$ cat src/rtl/niski_lcd_pkg.sv
// Shared types and constants for the Niski HD44780-style LCD responder.
package niski_lcd_pkg;

  typedef enum logic [1:0] {
    ST_IDLE  = 2'd0,
    ST_EXEC  = 2'd1,
    ST_CLEAR = 2'd2
  } lcd_state_t;

  localparam int LCD_COLS  = 16;
  localparam int LCD_LINES = 2;
  localparam int LCD_CELLS = LCD_COLS * LCD_LINES;

  localparam logic [7:0] BLANK_CHAR = 8'h20;

  // Instruction opcodes: the highest set bit selects the command.
  localparam logic [7:0] CMD_SET_DDRAM = 8'h80;
  localparam logic [7:0] CMD_SET_CGRAM = 8'h40;
  localparam logic [7:0] CMD_FUNC_SET  = 8'h20;
  localparam logic [7:0] CMD_SHIFT     = 8'h10;
  localparam logic [7:0] CMD_DISP_CTRL = 8'h08;
  localparam logic [7:0] CMD_ENTRY     = 8'h04;
  localparam logic [7:0] CMD_HOME      = 8'h02;
  localparam logic [7:0] CMD_CLEAR     = 8'h01;

  // {line, col} wraps 0x0F->0x10 and 0x1F->0x00, which is plain 5-bit arithmetic.
  function automatic logic [4:0] ac_step(input logic [4:0] ac, input logic inc);
    return inc ? (ac + 5'd1) : (ac - 5'd1);
  endfunction

endpackage

$ cat src/rtl/lcd_ddram.sv
// 32x8 display RAM: one read/write port for bus and fill, one read-only port for the renderer.
module lcd_ddram
  import niski_lcd_pkg::*;
(
  input  logic       clk,
  input  logic [4:0] a_addr,
  input  logic       a_we,
  input  logic [7:0] a_wdata,
  output logic [7:0] a_rdata,
  input  logic [4:0] b_addr,
  output logic [7:0] b_rdata
);

  logic [7:0] mem [LCD_CELLS];

  // Both reads sample the array before this edge's write (read-before-write).
  always_ff @(posedge clk) begin
    if (a_we) begin
      mem[a_addr] <= a_wdata;
    end
    a_rdata <= mem[a_addr];
    b_rdata <= mem[b_addr];
  end

endmodule

$ cat src/rtl/lcd_responder.sv
// Device side of the LCD bus: synchronizes the host strobes, decodes commands,
// emulates the busy flag and owns the DDRAM address counter.
module lcd_responder
  import niski_lcd_pkg::*;
#(
  parameter int SYNC_STAGES  = 2,
  parameter int BUSY_CYCLES  = 1850,
  parameter int CLEAR_CYCLES = 76000
) (
  input  logic       clk,
  input  logic       rst_n,
  input  logic       lcd_rs,
  input  logic       lcd_rw,
  input  logic       lcd_e,
  input  logic [7:0] lcd_data_in,
  output logic [7:0] lcd_data_out,
  output logic       lcd_data_oe,
  input  logic [4:0] disp_addr,
  output logic [7:0] disp_char,
  output logic       display_on,
  output logic       cursor_on,
  output logic       blink_on,
  output logic [4:0] cursor_addr,
  output logic       busy,
  output logic       protocol_err
);

  localparam int MAX_CYCLES = (BUSY_CYCLES > CLEAR_CYCLES) ? BUSY_CYCLES : CLEAR_CYCLES;
  localparam int CW = $clog2(MAX_CYCLES + 1);
  localparam logic [CW-1:0] BUSY_LOAD  = CW'(BUSY_CYCLES);
  localparam logic [CW-1:0] CLEAR_LOAD = CW'(CLEAR_CYCLES);
  localparam logic [4:0]    FILL_LAST  = 5'(LCD_CELLS - 1);

  logic [10:0] sync_reg [SYNC_STAGES];
  logic        rs_s, rw_s, e_s, e_prev_reg;
  logic [7:0]  data_s;
  logic        e_rise, e_fall;

  lcd_state_t  state_reg, state_next;
  logic [CW-1:0] cnt_reg, cnt_next;
  logic [4:0]  fill_reg, fill_next;
  logic [4:0]  ac_reg, ac_next;
  logic        id_reg, id_next;
  logic        display_reg, display_next;
  logic        cursor_reg, cursor_next;
  logic        blink_reg, blink_next;
  logic        err_reg, err_next;
  logic        oe_reg, oe_next;
  logic [7:0]  dout_reg, dout_next;

  logic        ram_we;
  logic [4:0]  ram_addr;
  logic [7:0]  ram_wdata, ram_rdata;
  logic        busy_int;

  for (genvar gi = 0; gi < SYNC_STAGES; gi++) begin : g_sync
    if (gi == 0) begin : g_first
      always_ff @(posedge clk or negedge rst_n) begin
        if (!rst_n) sync_reg[gi] <= '0;
        else        sync_reg[gi] <= {lcd_rs, lcd_rw, lcd_e, lcd_data_in};
      end
    end else begin : g_rest
      always_ff @(posedge clk or negedge rst_n) begin
        if (!rst_n) sync_reg[gi] <= '0;
        else        sync_reg[gi] <= sync_reg[gi-1];
      end
    end
  end

  assign {rs_s, rw_s, e_s, data_s} = sync_reg[SYNC_STAGES-1];
  assign e_rise   = e_s & ~e_prev_reg;
  assign e_fall   = ~e_s & e_prev_reg;
  assign busy_int = (state_reg != ST_IDLE);

  always_ff @(posedge clk or negedge rst_n) begin
    if (!rst_n) begin
      e_prev_reg  <= 1'b0;
      state_reg   <= ST_CLEAR;
      cnt_reg     <= '0;
      fill_reg    <= '0;
      ac_reg      <= '0;
      id_reg      <= 1'b1;
      display_reg <= 1'b0;
      cursor_reg  <= 1'b0;
      blink_reg   <= 1'b0;
      err_reg     <= 1'b0;
      oe_reg      <= 1'b0;
      dout_reg    <= '0;
    end else begin
      e_prev_reg  <= e_s;
      state_reg   <= state_next;
      cnt_reg     <= cnt_next;
      fill_reg    <= fill_next;
      ac_reg      <= ac_next;
      id_reg      <= id_next;
      display_reg <= display_next;
      cursor_reg  <= cursor_next;
      blink_reg   <= blink_next;
      err_reg     <= err_next;
      oe_reg      <= oe_next;
      dout_reg    <= dout_next;
    end
  end

  always_comb begin
    state_next   = state_reg;
    cnt_next     = cnt_reg;
    fill_next    = fill_reg;
    ac_next      = ac_reg;
    id_next      = id_reg;
    display_next = display_reg;
    cursor_next  = cursor_reg;
    blink_next   = blink_reg;
    err_next     = err_reg;
    oe_next      = oe_reg;
    dout_next    = dout_reg;
    ram_we       = 1'b0;
    ram_addr     = ac_reg;
    ram_wdata    = data_s;

    case (state_reg)
      ST_EXEC: begin
        if (cnt_reg <= CW'(1)) state_next = ST_IDLE;
        else                   cnt_next   = cnt_reg - CW'(1);
      end
      ST_CLEAR: begin
        ram_we    = 1'b1;
        ram_addr  = fill_reg;
        ram_wdata = BLANK_CHAR;
        if (fill_reg == FILL_LAST) begin
          fill_next  = '0;
          ac_next    = '0;
          id_next    = 1'b1;
          state_next = ST_EXEC;
          cnt_next   = CLEAR_LOAD;
        end else begin
          fill_next = fill_reg + 5'd1;
        end
      end
      default: ;
    endcase

    // Reads latch their word on the rising edge; status reads never touch the FSM.
    if (e_rise && rw_s) begin
      oe_next   = 1'b1;
      dout_next = rs_s ? ram_rdata : {busy_int, ac_reg[4], 2'b00, ac_reg[3:0]};
    end

    // Every write-side state change happens only from IDLE, so it never races the fill above.
    if (e_fall) begin
      if (rw_s) begin
        oe_next = 1'b0;
        if (rs_s) begin
          if (busy_int) begin
            err_next = 1'b1;
          end else begin
            ac_next    = ac_step(ac_reg, id_reg);
            state_next = ST_EXEC;
            cnt_next   = BUSY_LOAD;
          end
        end
      end else if (busy_int) begin
        err_next = 1'b1;
      end else if (rs_s) begin
        ram_we     = 1'b1;
        ram_addr   = ac_reg;
        ram_wdata  = data_s;
        ac_next    = ac_step(ac_reg, id_reg);
        state_next = ST_EXEC;
        cnt_next   = BUSY_LOAD;
      end else if ((data_s & CMD_SET_DDRAM) != 8'h00) begin
        ac_next    = {data_s[6], data_s[3:0]};
        state_next = ST_EXEC;
        cnt_next   = BUSY_LOAD;
      end else if ((data_s & (CMD_SET_CGRAM | CMD_FUNC_SET | CMD_SHIFT)) != 8'h00) begin
        state_next = ST_EXEC;
        cnt_next   = BUSY_LOAD;
      end else if ((data_s & CMD_DISP_CTRL) != 8'h00) begin
        display_next = data_s[2];
        cursor_next  = data_s[1];
        blink_next   = data_s[0];
        state_next   = ST_EXEC;
        cnt_next     = BUSY_LOAD;
      end else if ((data_s & CMD_ENTRY) != 8'h00) begin
        id_next    = data_s[1];
        state_next = ST_EXEC;
        cnt_next   = BUSY_LOAD;
      end else if ((data_s & CMD_HOME) != 8'h00) begin
        ac_next    = '0;
        state_next = ST_EXEC;
        cnt_next   = CLEAR_LOAD;
      end else if ((data_s & CMD_CLEAR) != 8'h00) begin
        fill_next  = '0;
        state_next = ST_CLEAR;
      end
    end
  end

  lcd_ddram u_ddram (
    .clk     (clk),
    .a_addr  (ram_addr),
    .a_we    (ram_we),
    .a_wdata (ram_wdata),
    .a_rdata (ram_rdata),
    .b_addr  (disp_addr),
    .b_rdata (disp_char)
  );

  assign lcd_data_out = dout_reg;
  assign lcd_data_oe  = oe_reg;
  assign display_on   = display_reg;
  assign cursor_on    = cursor_reg;
  assign blink_on     = blink_reg;
  assign cursor_addr  = ac_reg;
  assign busy         = busy_int;
  assign protocol_err = err_reg;

endmodule

$ cat config.mk
export PLATFORM = sky130hd
export DESIGN_NAME = lcd_responder
export DESIGN_NICKNAME = d
export VERILOG_FILES = /design/src/rtl/niski_lcd_pkg.sv /design/src/rtl/lcd_ddram.sv /design/src/rtl/lcd_responder.sv
export SDC_FILE = /design/constraint.sdc
export NUM_CORES = 1
export LEC_CHECK = 0
export ABC_AREA = 1
export CAP_MARGIN = 10
export CORE_MARGIN = 5
export CORE_UTILIZATION = 40
export CTS_BUF_LIST = sky130_fd_sc_hd__clkbuf_4 sky130_fd_sc_hd__clkbuf_8
export DETAILED_ROUTE_END_ITERATION = 10
export PLACE_DENSITY = 0.66
export SYNTH_ARGS = -nofsm -noshare
export SYNTH_HDL_FRONTEND = slang
export SYNTH_SLANG_ARGS = --single-unit
$ cat constraint.sdc
create_clock -name clk -period 7.95 [get_ports clk]
set_input_delay 1.59 -clock clk [delete_from_list [all_inputs] [get_ports clk]]
set_output_delay 1.59 -clock clk [all_outputs]
set_load 0.05 [all_outputs]
# Word level (Yosys, flattened, before mapping)
# Memories as Yosys holds them, arrays and structs flattened. A register that Yosys moved wholly into a read port is not among the register bits.
# Index checks and enable logic that the tools add are counted.
[totals] in_bits=18 output_inout_bits=27 n_memories=1 elab_cells=127 register_bits=66 ram_bits=256
[memory_table] name="u_ddram.mem" depth=32 word_bits=8 rd=2 rd_clocked_by_memory_dff=2 wr=1 line="lcd_ddram.sv:14" rtl="logic [7:0] mem [LCD_CELLS];"
[classes] n_addsub=4 bitwise=9 n_eq_ne=4 magnitude_cmp=1 n_reduce_logical=5 n_mux=89
[ops] op="$mux W17" count=13
[ops] op="$mux W5" count=31
[ops] op="$mux W8" count=6
[ops] op="$pmux W17 S2" count=1
[ops] op="$mux W2" count=14
[ops] op="$mux W1" count=23
[ops] op="$le A17 B1 Y1 const B" count=1
[ops] op="$sub A17 B1 Y17 const B" count=1
[ops] op="$add A5 B1 Y5 const B" count=2
[ops] op="$reduce_bool A8 Y1" count=1
[ops] op="$not A1 Y1" count=7
[ops] op="$reduce_and A7 Y1" count=1
[ops] op="$eq A5 B5 Y1 const B" count=1
[ops] op="$sub A5 B1 Y5 const B" count=1
[ops] op="$pmux W2 S2" count=1
[ops] op="$and A1 B1 Y1" count=2
[ops] op="$eq A2 B1 Y1 const B" count=1
[ops] op="$eq A2 B2 Y1 const B" count=1
[ops] op="$ne A2 B1 Y1 const B" count=1
[ops] op="$reduce_and A2 Y1" count=1
[ops] op="$reduce_bool A2 Y1" count=1
[ops] op="$logic_and A1 B1 Y1" count=1

# Depth between registers and ports, before layout
[logic_depth] word_depth=13 ltp_mapped=17 mapped_depth_nobuf=16

# By module
# Synthesis repeated with hierarchy kept, for this count alone.
[unflattened] cells_unflattened=1903 hier_area_um2=16833.6
[by_module_without_submodules] mod="lcd_ddram" seq_area_each_um2=8007.7 area_per_inst_um2=13038.8 cells_each=1414 n_inst=1
[by_module_without_submodules] mod="lcd_responder" seq_area_each_um2=1654.1 area_per_inst_um2=3794.9 cells_each=489 n_inst=1

# Worst setup path before layout
# Ideal clock, no wire load.
[synth_path] path_type="input to register" startpoint="in disp_addr[0]" endpoint="reg u_ddram.b_rdata[0] (read register of u_ddram.mem)" path_buffers=3 cell_stages=8 setup_ps=70 t_arrival_ps=2868 slack_ps=5013 required_time_ps=7880 cell_sequence="inv_1 clkbuf_1 clkbuf_1 clkbuf_1 nor2_1 o221ai_1 nand3_1 a21oi_1"
[synth_lines] element="from (decl)" line="lcd_responder.sv:18" rtl="input logic [4:0] disp_addr,"
[synth_lines] element="to (decl)" line="lcd_ddram.sv:11" rtl="output logic [7:0] b_rdata"

# Worst setup path in the final report
[layout_path] startpoint="reg state_reg[1]" endpoint="mem u_ddram.mem[13][0] (enable)"
[layout_between] elab_chain_cells=8 elab_cells_between_ends=14 classes_between="eq/ne (1); mux (12); reduce/logical (1)"
[layout_lines] element="from (decl)" line="lcd_responder.sv:39" rtl="lcd_state_t state_reg, state_next;"
[layout_lines] element="from (signal assigned)" line="lcd_responder.sv:91" rtl="state_reg <= state_next;"
[layout_lines] element="$eq A2 B2 Y1" line="lcd_responder.sv:121" rtl="case (state_reg)"
[layout_lines] element="$mux W1" line="lcd_responder.sv:121"
[layout_lines] element="$mux W1" line="lcd_responder.sv:164" rtl="end else if (rs_s) begin"
[layout_lines] element="$mux W1" line="lcd_responder.sv:162" rtl="end else if (busy_int) begin"
[layout_lines] element="$mux W1" line="lcd_responder.sv:151" rtl="if (rw_s) begin"
[layout_lines] element="$mux W1" line="lcd_responder.sv:150" rtl="if (e_fall) begin"
[layout_lines] element="$mux W1" line="lcd_ddram.sv:18" rtl="if (a_we) begin"
[layout_lines] element="$mux W1 (not written as such)" line="lcd_ddram.sv:19" rtl="mem[a_addr] <= a_wdata;"
[layout_lines] element="to (decl)" line="lcd_ddram.sv:14"
# Parallel ways exist; a longest one is shown, timed or not.

==> run summary <==
clock insertion delay at the later pin of the skew report: 0.67 ns
Post-synth EDFFs: 256
RR Endpoint: u_ddram.mem[13][0]
TritonCTS clock tree: built
leading area contributor after synthesis: edfxtp_1
Data arrival, critical path: 5.04 ns
H-tree level count: 2
hold slack: 0.326 ns
global-route wire length before repair: 83900 microns
CTS resizes: 0
register area share after synthesis: 56.0%
synthesized area: 17300 sq um
top cells by area, synth: edfxtp_1, nand2_1, dfrtp_1
skew final: 0.0539 ns
GRT overflow: 0
minimum clock period: 4.77 ns
Post CTS Setup Buffer Count: 0
Layout fillers: 4069
initial core utilization: 40.2%
fin. max-slew vios: 0
final setup vio count: 0
die height: 218 microns
Die Wd: 218 microns
Max VDD drop: 0.122 mV
Distinct cells, synth: 46
Pleak: 7.85 nW
# rows: 76
FF-to-FF setup slack: 3.18 ns
initial antenna violation count: 0
first-pass iteration count of the detailed router: 6
Startpoint Class: register
share of cells above drive strength 1: 8.23%
Critical Setup Path Class: reg -> reg
CTS Buffer Depth: 3
clk slew on worst S/H paths: 0.06 ns
max reg flops: 256
Mapped Nets: 2035
RSZ-0062 raised after global routing: no
Final Hold Vio Count: 0
reg2reg start: state_reg[1]
Synth warnings: 0
commonest non-fill, non-tap cells in the layout: nand2_1, edfxtp_1, nor2_1
final clock period utilization by the worst path: 60.0%
All-Layer GR Usage: 22.6%
Worst EP required: 8.22 ns
Syn Inst Count: 2006
Routed Antenna Nets: 0
I/O Buffers: 44
routability cong.: 0.958
Yosys reg bits: 338
worst-path fanout max: 89
end of the critical path: u_ddram.mem[13][0]
die area: 47400 sq um
Avg WL per Cell: 20.9 microns
Vias: 15250
status: completed
Max Cap Violations: 0
hold bufs inserted after CTS: 0
Root Buffer Master: clkbuf_8
Worst setup startpoint: state_reg[1]
number of I/O pins: 45
vias in the first global route: 14104
fin nets: 2046
Setup TNS: 0 ns
DP Wirelength: 33200 microns
pwr/cell area: 295 nW/um^2
Critical Path Sink Type: register
area delta synth->final: 12.8%
Vias/cell: 5.75
Worst Tran Pin Value: 1.18 ns
core box area: 42900 sq um
pin count of the biggest net entering global routing: 90
Max Clk Rate: 210 MHz
Num CTS Buffers: 59
clock sinks: 338
Main synth FF type: edfxtp_1
async set-reset flop share out of synthesis: 19.5%
reg2reg path depth: 10
commonest non-fill, non-tap cell in the layout: nand2_1
Synth top area share: 44.5%
DRC Markers: 0
initial DRC count: 2407
Max-slew headroom: 21.3%
Hold Crit Class: reg -> reg
routed wire length: 55300 microns
Syn Area/Cell: 8.60 sq um
cells in the mapped netlist (all sizes together) (2+ instances only):
cell    count
buf        33
clkbuf     80
nand4      16
dfstp       2
o31ai       2
nor4        2
xor2        3
o21ai     183
nand3     180
o221ai     54
a31oi      15
nand2     665
clkinv      3
ha         10
edfxtp    256
dfxtp      16
o211ai      4
dfrtp      64
nor2      250
a21oi      45
o22ai      11
inv        85
nor3       18
power breakdown:
| group | switching [W] | leakage [nW] | internal, W |
|---|---|---|---|
| clock network | 0.000733 | 0.695 | 0.00103 |
| registers | 0.0000979 | 3.24 | 0.00200 |
| logic | 0.00137 | 3.91 | 0.000520 |
how the worst min path moves through the flow:
| stage | endpoint | cells after the start | from | slack (ns) |
|---|---|---|---|---|
| 6_report | e_s | 0 | sync_reg[19] | 0.33 |
| 5_1_grt | e_s | 0 | sync_reg[19] | 0.32 |
| 4_1_cts | e_s | 0 | sync_reg[19] | 0.31 |
| 3_5_place_dp | data_s[2] | 0 | sync_reg[13] | 0.34 |
| 3_3_place_gp | e_s | 0 | sync_reg[19] | 0.33 |
| 2_1_floorplan | data_s[0] | 0 | sync_reg[11] | 0.33 |
routing by layer:
layer | track usage [%] | up-vias | share of wire, %
li1 | - | 6876 | -
met1 | 31.6 | 7260 | 41
met2 | 34.9 | 962 | 45
met3 | 4.28 | 152 | 9.8
met4 | 9.50 | 0 | 4.2
met5 | 0 | - | 0
final cells by class:
| class | count | area [sq um] | share of cell area (%) |
|---|---|---|---|
| clock buffer | 92 | 1120 | 5.76 |
| sequential | 338 | 9660 | 49.6 |
| inverter | 88 | 334 | 1.72 |
| clock inverter | 18 | 190 | 0.977 |
| timing repair buffer | 63 | 591 | 3.03 |
| multi-input combinational | 1467 | 6840 | 35.1 |
| antenna | 1 | 2.50 | 0.0129 |
| tap | 585 | 732 | 3.76 |
stage by stage:
step	total power (W)	area, sq um	setup WS (ns)	std cells	util, %
after floorplan	0.00341	17300	5.01	2006	-
after global placement	0.00396	18100	3.33	2540	42.3
after detailed placement	0.00398	18100	3.29	2540	42.3
after CTS	0.00575	19400	3.28	2650	45.3
after global routing	0.00605	19500	3.00	2651	45.4
final	0.00575	19500	3.18	2652	45.4
cells by family (layout without fill, tap and decap cells):
group                      Yosys count  count (layout)  synth area share, %
xor gates and xnor gates             4               4                0.203
other                                0               1                    0
AOI/OAI and AO/OA                  320             320                 11.1
buffers and inverters              201             261                 4.77
adders and majority gates           11              11                0.841
and+or+nand+nor                   1132            1132                 27.1
DFF                                338             338                 56.0
worst max-delay path: stages (launching register included):
cell,delay (ns)
dfstp_2,0.54
inv_1,0.06
ha_1,0.27
nand2_1,0.14
inv_2,0.08
nand3_4,0.13
nand3_4,0.06
buf_4,0.46
nand2_2,0.93
nand3_1,0.82
nor2_1,0.87
No activity file was read; power rests on OpenSTA's default activity.
